--- src/rtl/kv_cache_controller.sv ---
// Purpose : small fully-associative key/value store with GET/PUT/DEL, linear scan over register entries.
// Latency : result (ready_out) 3+i cycles after request for a decisive hit at entry i, NUM_ENTRIES+2 on a miss.
// Backpres: none; one request in flight, later requests wait until the held opcode drops back to NOOP.
//
// Ports:
//   clk, rst                   - clock, asynchronous active-high reset
//   operation_in/key_in/value_in - request; sampled only while idle
//   ready_out                  - one-cycle result strobe
//   op_succ_out, value_out     - result of the last executed request, held until the next one
//   count_out                  - number of valid entries

package ctrl_types_pkg;
    typedef enum logic [1:0] {
        NOOP = 2'b00,
        GET  = 2'b01,
        PUT  = 2'b10,
        DEL  = 2'b11
    } operation_e;
endpackage

module kv_cache_controller #(
    parameter int KEY_WIDTH   = 32,
    parameter int VALUE_WIDTH = 64,
    parameter int NUM_ENTRIES = 8
) (
    input  logic                               clk,
    input  logic                               rst,
    input  ctrl_types_pkg::operation_e         operation_in,
    input  logic [KEY_WIDTH-1:0]               key_in,
    input  logic [VALUE_WIDTH-1:0]             value_in,
    output logic                               ready_out,
    output logic                               op_succ_out,
    output logic [VALUE_WIDTH-1:0]             value_out,
    output logic [$clog2(NUM_ENTRIES+1)-1:0]   count_out
);
    import ctrl_types_pkg::*;

    localparam int IDX_W = $clog2(NUM_ENTRIES);
    localparam int CNT_W = $clog2(NUM_ENTRIES+1);
    localparam logic [IDX_W-1:0] LAST_IDX = IDX_W'(NUM_ENTRIES-1);

    typedef enum logic [2:0] {S_IDLE, S_SCAN, S_EXEC, S_DONE, S_RELEASE} state_e;

    typedef struct packed {
        logic                   valid;
        logic [KEY_WIDTH-1:0]   key;
        logic [VALUE_WIDTH-1:0] value;
    } entry_t;

    state_e                 state_q, state_d;
    entry_t                 entry_q [NUM_ENTRIES];
    operation_e             op_q;
    logic [KEY_WIDTH-1:0]   key_q;
    logic [VALUE_WIDTH-1:0] val_q;
    logic [IDX_W-1:0]       idx_q;
    logic                   hit_q;
    logic                   free_vld_q;
    logic [IDX_W-1:0]       free_idx_q;
    logic [CNT_W-1:0]       count_q;

    logic scan_hit;
    logic scan_last;

    assign scan_hit  = entry_q[idx_q].valid && (entry_q[idx_q].key == key_q);
    assign scan_last = (idx_q == LAST_IDX);

    assign ready_out = (state_q == S_DONE);
    assign count_out = count_q;

    always_comb begin
        state_d = state_q;
        case (state_q)
            S_IDLE:    if (operation_in != NOOP) state_d = S_SCAN;
            S_SCAN:    if (scan_hit || scan_last) state_d = S_EXEC;
            S_EXEC:    state_d = S_DONE;
            S_DONE:    state_d = S_RELEASE;
            // Upstream may still be holding the request it just got an answer for.
            S_RELEASE: if (operation_in == NOOP) state_d = S_IDLE;
            default:   state_d = S_IDLE;
        endcase
    end

    always_ff @(posedge clk or posedge rst) begin
        if (rst) state_q <= S_IDLE;
        else     state_q <= state_d;
    end

    always_ff @(posedge clk or posedge rst) begin
        if (rst) begin
            for (int i = 0; i < NUM_ENTRIES; i++) entry_q[i] <= '0;
            op_q        <= NOOP;
            key_q       <= '0;
            val_q       <= '0;
            idx_q       <= '0;
            hit_q       <= 1'b0;
            free_vld_q  <= 1'b0;
            free_idx_q  <= '0;
            count_q     <= '0;
            op_succ_out <= 1'b0;
            value_out   <= '0;
        end else begin
            case (state_q)
                S_IDLE: begin
                    if (operation_in != NOOP) begin
                        op_q       <= operation_in;
                        key_q      <= key_in;
                        val_q      <= value_in;
                        idx_q      <= '0;
                        hit_q      <= 1'b0;
                        free_vld_q <= 1'b0;
                        free_idx_q <= '0;
                    end
                end
                S_SCAN: begin
                    if (!entry_q[idx_q].valid && !free_vld_q) begin
                        free_vld_q <= 1'b1;
                        free_idx_q <= idx_q;
                    end
                    // On a hit idx_q is frozen so EXEC addresses the matching entry.
                    if (scan_hit)        hit_q <= 1'b1;
                    else if (!scan_last) idx_q <= idx_q + IDX_W'(1);
                end
                S_EXEC: begin
                    op_succ_out <= 1'b0;
                    value_out   <= '0;
                    case (op_q)
                        GET: begin
                            if (hit_q) begin
                                op_succ_out <= 1'b1;
                                value_out   <= entry_q[idx_q].value;
                            end
                        end
                        PUT: begin
                            if (hit_q) begin
                                entry_q[idx_q].value <= val_q;
                                op_succ_out          <= 1'b1;
                                value_out            <= val_q;
                            end else if (free_vld_q) begin
                                entry_q[free_idx_q].valid <= 1'b1;
                                entry_q[free_idx_q].key   <= key_q;
                                entry_q[free_idx_q].value <= val_q;
                                count_q                   <= count_q + CNT_W'(1);
                                op_succ_out               <= 1'b1;
                                value_out                 <= val_q;
                            end
                        end
                        DEL: begin
                            if (hit_q) begin
                                entry_q[idx_q].valid <= 1'b0;
                                count_q              <= count_q - CNT_W'(1);
                                op_succ_out          <= 1'b1;
                                value_out            <= entry_q[idx_q].value;
                            end
                        end
                        default: ;
                    endcase
                end
                default: ;
            endcase
        end
    end

endmodule

--- config.mk ---
export PLATFORM = sky130hd
export DESIGN_NAME = kv_cache_controller
export DESIGN_NICKNAME = d
export VERILOG_FILES = /design/src/rtl/kv_cache_controller.sv
export SDC_FILE = /design/constraint.sdc
export NUM_CORES = 2
export LEC_CHECK = 0
export BUFFER_PORTS_ARGS = -buffer_cell sky130_fd_sc_hd__buf_4
export CORE_MARGIN = 4
export CORE_UTILIZATION = 60
export CTS_BUF_LIST = sky130_fd_sc_hd__clkbuf_2
export CTS_CLUSTER_DIAMETER = 50
export DETAILED_ROUTE_END_ITERATION = 8
export GPL_TIMING_DRIVEN = 0
export PLACE_DENSITY = 0.78
export SLEW_MARGIN = 5
export SYNTH_ARGS = -nofsm -noshare
export SYNTH_HDL_FRONTEND = slang
export SYNTH_SLANG_ARGS = --single-unit
--- constraint.sdc ---
create_clock -name clk -period 71.1 [get_ports clk]
set_input_delay 7.11 -clock clk [delete_from_list [all_inputs] [get_ports clk]]
set_output_delay 7.11 -clock clk [all_outputs]
set_load 0.01 [all_outputs]
==> impl_metrics.csv <==
group,metric,value,unit
outcome,status,"finished with violations",
outcome,violations,"capacitance limit, slew limit",
critical_path,r2r_end,"entry_q[492]",
synth,yosysWarnings,0,
critical_path,worstPathRequired,63.99,ns
global_routing,grt_overflow,0,
detailed_routing,wire_per_inst,26.5,µm
layout,drive_gt1_share,18.8,%
clock_network,clockRootBuffer,"clkbuf_2",
place,place_inst,5550,
sta,rsz0062_at_grt,"false",
hold_path,hold_path.class,"register to register",
clock_network,cts_buffers,230,
synth,synthesis.area,43000,µm²
synth,netlist.area_leader.share,55.5,%
synth,ys_ff_latch,954,
critical_path,crit_arrival,2.78,ns
power,vdd_ir_drop_max,21.4,µV
synth,syn_nets,4534,
critical_path,worst_r2r_path_depth,10,
place,gp_congestion,1.00,
critical_path,setup.worst_path.class,"register to primary output",
synth,synth_most_common_cell,"nand2_1",
sta,fin_crit_sh,13.9,%
clock_network,clk_pin_slew,0.10,ns
sta,tightestPinTransition,1.57,ns
flow_run,maxCapViolCount,5,
global_routing,grt_max_degree,124,
hold_path,whs_path_depth,2,
layout,final_util,67.9,%
sta,relSlewSlack,-4.76,%
synth,ys.flop_type,"dfrtp_1",
place,dp_hpwl,103,mm
clock_network,cts.sinks,954,
clock_network,cts_hold_buf,0,
layout,nets,4948,
floorplanning,fp.dieW,276,µm
critical_path,critical_path_buf_inv_count,2,
critical_path,startpoint_type,"register",
power,power_density,32.9,nW/µm²
clock_network,cts_tree,"built",
floorplanning,die_y,276,µm
floorplanning,core,70500,µm²
power,p_total,1580,µW
global_routing,first_global_vias,37009,
synth,ys_top_cells_by_count,"1595 x nand2_1, 954 x dfrtp_1, 375 x o21ai_0, 334 x clkbuf_1, 308 x mux2_2",
place,place_ws,61.09,ns
global_routing,grt_use_total,41.4,%
global_routing,antenna_found_initial,8,
sta,maxSlewViolCount,34,
critical_path,reg2reg_from,"idx_q[0]",
clock_network,cts-resized-gates,0,
critical_path,cpPeakStageDelay,0.41,ns
synth,synth-edff-count,0,
sta,finalHoldViolCount,0,
synth,yosysUniqueCellTypes,70,
detailed_routing,drt-initial-drc-count,5635,
critical_path,cp_top_family,"buffers and inverters",
place,io_buffers,169,
layout,syn_to_final_growth,11.2,%
floorplanning,dieArea,76100,µm²
detailed_routing,antenna_left,0,
clock_network,h-tree-depth,4,
sta,fin_crit,9.89,ns
layout,finalNonFillerCells,5962,
global_routing,grt_pass1_wl,231,mm
critical_path,crit_fanout,10,
synth,yosysTopAreaCell,"dfrtp_1",
sta,setup_viol,0,
detailed_routing,viasPerCell,6.39,
floorplanning,io_pins,170,
synth,yosysSeqAreaShare,55.5,%
critical_path,crit_path_top_delay_cell,"nor3b_1",
detailed_routing,routed_wirelength,158,mm
floorplanning,start_util,61.0,%
detailed_routing,post-route-drc-count,0,
detailed_routing,dr_total_vias,38106,
clock_network,postCtsSetupRepairBufs,0,
hold_path,holdPathEnd,"entry_q[587]",
synth,syn_inst,4429,
power,p_leak,0.0237,µW
sta,max_freq,101,MHz
critical_path,end_kind,"primary output",
critical_path,path_cells,"clkbuf_1, nor3b_1, buf_4",
synth,avgSynthCellArea,9.72,µm²
floorplanning,row_count,97,
sta,tns,0,ns
hold_path,min_from,"entry_q[587]",
sta,setup_ws,61.21,ns
synth,async_flop_share,100,%
clock_network,insertion_delay,1.61,ns
synth,synth_area_leaders,"dfrtp_1 55%, nand2_1 14%, mux2_2 8.1%, o21ai_0 4.4%, clkbuf_1 2.9%",
sta,clock_skew,0.154,ns
clock_network,cts.path.max_buffers,3,
detailed_routing,firstDrtPassIters,9,
critical_path,rrSetupSlack,65.97,ns
-- how the worst max path moves through the flow --
stage | from | to | slack [ns] | cells past startpoint
global placement | rst | key_q[12] | 27.02 | 2
floorplan | rst | count_out[0] | 37.16 | 1
global route | state_q[1] | ready_out | 61.14 | 3
detailed placement | operation_in[1] | val_q[6] | 61.09 | 8
finish | state_q[1] | ready_out | 61.21 | 3
CTS | state_q[1] | ready_out | 61.14 | 3
-- cells in the final DEF (no fill, tap or decap), types with 6 or more instances in the layout --
cell         n
a21oi_1     87
a221oi_1    55
a22oi_1    165
a31oi_1      8
a41oi_1     32
and2_1       6
buf_1       32
buf_16       9
buf_2       24
buf_4      175
buf_6       10
clkbuf_1   329
clkbuf_2   339
clkinv_1    48
dfrtp_1    954
diode_2     17
inv_1        8
mux2_2     308
mux2i_1     62
mux4_2      42
nand2_1   1595
nand3_1    105
nor2_1      56
nor2b_1     12
nor3_1       8
o21ai_0    375
o21ai_1      7
o22ai_1     14
xnor2_1     15
xor2_1      16
-- report_power, final --
| group | switching [µW] | internal [µW] | leakage [µW] |
|---|---|---|---|
| logic | 440 | 148 | 0.00898 |
| clock network | 232 | 137 | 0.00153 |
| registers | 24.0 | 596 | 0.0132 |
| total | 696 | 880 | 0.0237 |
-- routing by layer --
| layer | global-route usage [%] | vias to the layer above | part of all wire, % |
|---|---|---|---|
| met4 | 31.4 | 0 | 9.3 |
| met1 | 50.2 | 18186 | 34 |
| li1 | - | 15930 | - |
| met2 | 60.0 | 3096 | 42 |
| met3 | 16.2 | 894 | 14 |
| met5 | 0 | - | 0 |
-- logic make-up after synthesis --
kind of cell,Yosys count,share of synthesized area (%)
DFF,954,55.5
buffers and inverters,418,3.96
AOI/OAI and AO/OA,782,11.2
xor gates and xnor gates,31,0.631
muxes,416,11.9
adders and majority gates,5,0.163
and+or+nand+nor,1823,16.7
-- flip-flops by register name, indices dropped and copies added (netlist names) --
signal       count
op_q             2
op_succ_out      1
free_vld_q       1
free_idx_q       3
val_q           64
count_out        4
state_q          3
key_q           32
hit_q            1
idx_q            3
value_out       64
entry_q        776
-- worst register-to-register path: stages, from the launching register on --
cell and delay, ns:
dfrtp_1 0.40, buf_6 0.18, buf_12 0.16, or2_2 0.12, clkbuf_1 0.96, nor2_1 0.63, a22oi_1 0.90, clkbuf_1 0.62
clkbuf_1 0.92, nand2_1 0.11, o21ai_0 0.12
-- layout make-up --
cell class                 count  area, µm²
buffer                       407       1670
antenna                       17       42.5
fill                        5625      22600
inverter                      11       48.8
tap                          940       1180
multi-input combinational   3057      17500
clock inverter                61        352
timing repair buffer         182       1570
clock buffer                 333       1670
sequential                   954      23900
-- metrics by stage --
stage / hold WS (ns) / cell area (µm²)
final: 0.476 / 47900
after global routing: 0.488 / 47800
after global placement: 0.445 / 45500
after detailed placement: 0.451 / 45800
after CTS: 0.472 / 47800
after floorplan: 0.433 / 43000
No activity file was read; power rests on OpenSTA's default activity.
